### src/rtl/xy_out_port_arbiter_pkg.sv
// Shared definitions for the XY mesh output-port arbiter: port indices,
// FSM state encoding and packet width derivation.
package xy_out_port_arbiter_pkg;

  localparam int DATA_W = 8;
  localparam int ADDR_W = 2;

  // A packet carries data followed by one X and one Y coordinate.
  function automatic int pckt_width(input int data_w, input int addr_w);
    return data_w + 2 * addr_w;
  endfunction

  localparam int PORT_N_DEF = 5;
  localparam int PCKT_W_DEF = pckt_width(DATA_W, ADDR_W);

  localparam logic [2:0] PORT_LOCAL = 3'd0;
  localparam logic [2:0] PORT_LEFT  = 3'd1;
  localparam logic [2:0] PORT_UP    = 3'd2;
  localparam logic [2:0] PORT_RIGHT = 3'd3;
  localparam logic [2:0] PORT_DOWN  = 3'd4;

  typedef enum logic {
    ARB  = 1'b0,
    HALT = 1'b1
  } arb_state_e;

  function automatic logic [15:0] cnt_inc(input logic [15:0] cnt, input logic en);
    return cnt + {15'd0, en};
  endfunction

endpackage

### src/rtl/xy_out_port_arbiter_rr_pick.sv
// Combinational round-robin selector: first requester after ptr_i, wrapping
// modulo N. Shared between the output-port and input-side arbiters.
module xy_out_port_arbiter_rr_pick #(
  parameter int N     = 5,
  parameter int PTR_W = 3
) (
  input  logic [N-1:0]     req_i,
  input  logic [PTR_W-1:0] ptr_i,
  output logic [N-1:0]     gnt_o,
  output logic [PTR_W-1:0] idx_o,
  output logic             vld_o
);

  logic [N-1:0]     gnt_v;
  logic [PTR_W-1:0] idx_v;
  logic [PTR_W-1:0] cand_v;
  logic             found_v;
  logic             hit_v;
  int               cand_i;

  // Scan ptr+1 .. ptr+N; the first hit wins and masks all later candidates.
  always_comb begin
    gnt_v   = '0;
    idx_v   = '0;
    cand_v  = '0;
    found_v = 1'b0;
    hit_v   = 1'b0;
    cand_i  = 0;
    for (int k = 1; k <= N; k++) begin
      cand_i        = (int'(ptr_i) + k) % N;
      cand_v        = PTR_W'(cand_i);
      hit_v         = req_i[cand_v] & ~found_v;
      gnt_v[cand_v] = gnt_v[cand_v] | hit_v;
      idx_v         = hit_v ? cand_v : idx_v;
      found_v       = found_v | hit_v;
    end
    gnt_o = gnt_v;
    idx_o = idx_v;
    vld_o = found_v;
  end

endmodule

### src/rtl/xy_out_port_arbiter.sv
// Round-robin arbiter for one XY switch output port. Pops the winning input
// FIFO and forwards its head packet downstream; halts on downstream overflow.
module xy_out_port_arbiter
  import xy_out_port_arbiter_pkg::*;
#(
  parameter int PORT_N = PORT_N_DEF,
  parameter int PCKT_W = PCKT_W_DEF
) (
  input  logic                     clk_i,
  input  logic                     rst_i,
  input  logic [PORT_N-1:0]        req_i,
  input  logic [PORT_N*PCKT_W-1:0] pckt_i,
  output logic [PORT_N-1:0]        rd_en_o,
  input  logic                     nxt_full_i,
  input  logic                     nxt_ovrflw_i,
  output logic                     wr_en_o,
  output logic [PCKT_W-1:0]        pckt_o,
  input  logic                     clr_i,
  output logic                     halt_o,
  output logic [15:0]              grant_cnt_o
);

  localparam int PTR_W = (PORT_N > 1) ? $clog2(PORT_N) : 1;
  localparam logic [PTR_W-1:0] PTR_RST = PTR_W'(PORT_N - 1);

  arb_state_e          state_q, state_d;
  logic [PTR_W-1:0]    rr_ptr_q, rr_ptr_d;
  logic [PCKT_W-1:0]   pckt_q, pckt_d;
  logic                wr_en_q, wr_en_d;
  logic                halt_q, halt_d;
  logic [15:0]         grant_cnt_q, grant_cnt_d;

  logic [PORT_N-1:0]   pick_gnt_s;
  logic [PTR_W-1:0]    pick_idx_s;
  logic                pick_vld_s;
  logic                grant_s;
  logic [PCKT_W-1:0]   win_pckt_s;

  xy_out_port_arbiter_rr_pick #(
    .N     (PORT_N),
    .PTR_W (PTR_W)
  ) u_rr_pick (
    .req_i (req_i),
    .ptr_i (rr_ptr_q),
    .gnt_o (pick_gnt_s),
    .idx_o (pick_idx_s),
    .vld_o (pick_vld_s)
  );

  // Grant decision, winner mux and next-state for every register.
  always_comb begin
    grant_s = (state_q == ARB) & pick_vld_s & ~nxt_full_i & ~rst_i;
    rd_en_o = grant_s ? pick_gnt_s : '0;

    win_pckt_s = '0;
    for (int i = 0; i < PORT_N; i++) begin
      win_pckt_s = win_pckt_s | ({PCKT_W{pick_gnt_s[i]}} & pckt_i[i*PCKT_W +: PCKT_W]);
    end

    // Overflow seen in HALT is ignored; clr is only meaningful in HALT.
    case (state_q)
      ARB:     state_d = nxt_ovrflw_i ? HALT : ARB;
      HALT:    state_d = clr_i ? ARB : HALT;
      default: state_d = ARB;
    endcase
    halt_d = (state_d == HALT);

    if (grant_s) begin
      wr_en_d  = 1'b1;
      pckt_d   = win_pckt_s;
      rr_ptr_d = pick_idx_s;
    end else begin
      wr_en_d  = 1'b0;
      pckt_d   = pckt_q;
      rr_ptr_d = rr_ptr_q;
    end
    grant_cnt_d = cnt_inc(grant_cnt_q, grant_s);
  end

  // State and output registers; reset wins over any in-flight transfer.
  always_ff @(posedge clk_i) begin
    if (rst_i) begin
      state_q     <= ARB;
      rr_ptr_q    <= PTR_RST;
      pckt_q      <= '0;
      wr_en_q     <= 1'b0;
      halt_q      <= 1'b0;
      grant_cnt_q <= 16'd0;
    end else begin
      state_q     <= state_d;
      rr_ptr_q    <= rr_ptr_d;
      pckt_q      <= pckt_d;
      wr_en_q     <= wr_en_d;
      halt_q      <= halt_d;
      grant_cnt_q <= grant_cnt_d;
    end
  end

  assign wr_en_o     = wr_en_q;
  assign pckt_o      = pckt_q;
  assign halt_o      = halt_q;
  assign grant_cnt_o = grant_cnt_q;

endmodule

### config.mk
export PLATFORM = sky130hd
export DESIGN_NAME = xy_out_port_arbiter
export DESIGN_NICKNAME = d
export VERILOG_FILES = /design/src/rtl/xy_out_port_arbiter_pkg.sv /design/src/rtl/xy_out_port_arbiter_rr_pick.sv /design/src/rtl/xy_out_port_arbiter.sv
export SDC_FILE = /design/constraint.sdc
export NUM_CORES = 1
export LEC_CHECK = 0
export CORE_UTILIZATION = 51
export CTS_BUF_LIST = sky130_fd_sc_hd__clkbuf_16
export CTS_CLUSTER_DIAMETER = 40
export DETAILED_ROUTE_END_ITERATION = 8
export GPL_ROUTABILITY_DRIVEN = 0
export PLACE_DENSITY = 0.83
export SKIP_LAST_GASP = 1
export SYNTH_ARGS = -nofsm -noshare
export SYNTH_HDL_FRONTEND = slang
export SYNTH_SLANG_ARGS = --single-unit
### constraint.sdc
create_clock -name clk_i -period 7.4 [get_ports clk_i]
set_input_delay 1.48 -clock clk_i [delete_from_list [all_inputs] [get_ports clk_i]]
set_output_delay 1.48 -clock clk_i [all_outputs]
set_load 0.02 [all_outputs]
==> results.yml <==
status:
  status: "finished, final reports clean"
setup_path:
  crit_chain: "buf_4 > inv_1 > ha_1 > buf_8 > clkinvlp_4 > ha_1 > inv_1 > ha_1 > nand2b_1 > a21oi_2 > o21ai_1 > nand2b_2 > o211ai_2 > nand2_1 > o41a_1 > a41oi_2 > nand3_1 > nor3_1 > o32ai_1 > buf_4 > o21a_1 > clkdlybuf4s50_1"
  cpPeakStageDelay_ns: 0.53
  path_class: "register to output pin"
  crit_path_frequent_cell: "ha_1"
  cp-start-kind: "register"
  worst_ep_arrival_time_ns: 5.71
  required_ns: 5.92
  cp-end-kind: "output pin"
  critical_path.max_fanout: 20
  crit_slowest_cell: "clkdlybuf4s50_1"
cells_and_area:
  final_nets: 726
  antenna_cells: 0
  finish.utilization_pct: 70.56
  final_cell_mix: "clkdlybuf4s50_1 (103), nor2_1 (49), o21ai_0 (44)"
  layout.cells.non_filler: 735
  area_growth_syn_to_layout_pct: 34.46
  drive_gt1_share_pct: 11.53
  final_cell_area_um2: 5453
  final_common_cell: "clkdlybuf4s50_1"
grt:
  antenna_found_initial: 0
  grt_pass1_wl_um: 20840
  grt_pass1_vias: 4457
  grt_max_degree: 35
  groute.usage.overall_pct: 30.63
  overflow: 0
timing:
  slew_headroom_pct: 49.03
  drv_slew: 0
  fin_worst_skew_ns: 0.002496
  clock.fmax_mhz: 139.0
  period_share_pct: 97.23
  tightest_slew_ns: 0.7581
  finalCriticalPeriod_ns: 7.195
  hold_viol_final: 0
  setup_tns_ns: 0
  finalSetupViolCount: 0
yosys:
  synth_edf_count: 0
  ys_warn_count: 0
  ys_ff_latch: 33
  yosysUniqueCellTypes: 86
  syn_inst: 526
  syn_nets: 620
  yosysSeqAreaShare_pct: 16.29
  avgSynthCellArea_um2: 7.709
  syn_area_um2: 4055
  ys_async_sr_fraction_pct: 0
  ys.flop_type: "dfxtp_1"
cts:
  cts_hold_buf: 0
  clockRootBuffer: "clkbuf_16"
  h-tree-depth: 2
  clkSlewWorstSetupHoldPaths_ns: 0.05
  clkSinkCount: 33
  cts_buffers: 5
  cts_tree: "built"
  insertion_delay_ns: 0.27
  cts_max_path_buffers: 2
worst_hold_path:
  hp-class: "register to register"
floorplan:
  start_util_pct: 52.48
  die_y_um: 91.17
  ios: 105
  dieArea_um2: 8312
  die_w_um: 91.17
  core_region_area_um2: 7727
  rows: 32
detailed_routing:
  drc: 0
  vias: 4596
  drtIter0Drc: 501
  wl_per_cell_um: 17.68
  dr.pass1.iters: 6
  ant_nets: 0
  viasPerCell: 6.253
  drt_wl_total_um: 13000
placement:
  dp_cells: 722
  dpl.hpwl_um: 9980
  placed_area_um2: 5218
  port_buffers: 104
power_and_ir_drop:
  p_leak_nw: 2.038
  p_per_area_nw_per_um2: 327.2
  vdd_drop_max_mv: 0.1611
flow_run:
  cap_violations: 0
==> layer usage <==
metal | routed length (µm) | track usage, % | vias up
li1 | - | - | 2191
met1 | 5245 | 36.88 | 2131
met2 | 6417 | 54.92 | 243
met3 | 978 | 5.193 | 31
met4 | 354 | 10.05 | 0
met5 | 0 | 0 | -
==> synth_stat cells, drive strengths merged, types with 7 or more instances <==
master  instances  share of area, %
nand3          15               1.9
or3             7               1.1
xor2            7               2.0
a222oi         13               3.2
a21boi          7               1.3
nor3           10               1.2
buf            13               2.2
ha             24               7.4
nand2          38               3.5
o211ai         15               3.3
mux2i          12               3.3
nand2b         24               3.7
xnor2          16               3.8
nor2           49               4.5
clkbuf         16               1.5
dfxtp          33                16
o21bai         12               2.2
a31oi          19               3.1
o21ai          48               6.0
a21oi          18               2.6
mux2           10               2.8
inv            25               2.3
==> path summary, 6_finish.rpt <==
path | endpoint | start | depth (start not counted) | slack (ns)
max reg2reg | grant_cnt_o[14]$_SDFF_PP0_ | rr_ptr_q[1]$_SDFFE_PP0P_ | 24 | 1.50
min reg2reg | grant_cnt_o[5]$_SDFF_PP0_ | grant_cnt_o[5]$_SDFF_PP0_ | 2 | 0.50
min | grant_cnt_o[5]$_SDFF_PP0_ | grant_cnt_o[5]$_SDFF_PP0_ | 2 | 0.50
max | rd_en_o[1] | rr_ptr_q[1]$_SDFFE_PP0P_ | 22 | 0.21
==> sequential cells by signal, summed over array words and instances, names as in the netlist <==
register / count
pckt_o: 12
halt_o: 1
rr_ptr_q: 3
wr_en_o: 1
grant_cnt_o: 16
==> power breakdown <==
group          internal [W]  switching, W
registers          0.000198     0.0000126
logic              0.000554      0.000819
clock network      0.000123     0.0000767
total              0.000875      0.000909
==> stage by stage <==
step                      hold slack, ns  total power [W]  worst slack [ns]
after CTS                         0.5072         0.001678           0.09190
after global placement            0.4811         0.001434          -0.02727
after detailed placement          0.4994         0.001464          -0.02993
final                             0.4994         0.001784            0.2053
after floorplan                   0.5656         0.001134            0.7505
after global routing              0.5360         0.001897           -0.1014
==> cells by family (layout without fill, tap and decap cells) <==
family                     Yosys count  in the layout  synth area share [%]
muxes                               23             23                 6.603
and+or+nand+nor                    181            181                 22.71
buffers and inverters               55            162                 6.078
xor gates and xnor gates            23             23                 5.801
adders and majority gates           24             24                 7.405
DFF                                 33             33                 16.29
AOI/OAI and AO/OA                  187            187                 35.11
==> cell type report <==
type	count	area [µm²]
tap	102	127.6
clock inverter	3	17.52
sequential	33	660.6
clock buffer	5	125.1
timing repair buffer	128	1231
multi-input combinational	438	3189
inverter	26	101.3
fill	599	2275
==> repair_timing <==
item	in CTS	in global routing
cloned	0	0
setup buffers	0	5
resized for setup	1	10
setup endpoints to repair	1	4
==> worst max-delay path, delay by kind of cell (launching register included) <==
kind | cells | cell delay [ns]
AOI/OAI and AO/OA | 7 | 1.73
adders and majority gates | 3 | 0.77
buffers and inverters | 7 | 1.43
DFF | 1 | 0.38
and+or+nand+nor | 5 | 1.14
Note: power is estimated with default switching activity, not from simulation.
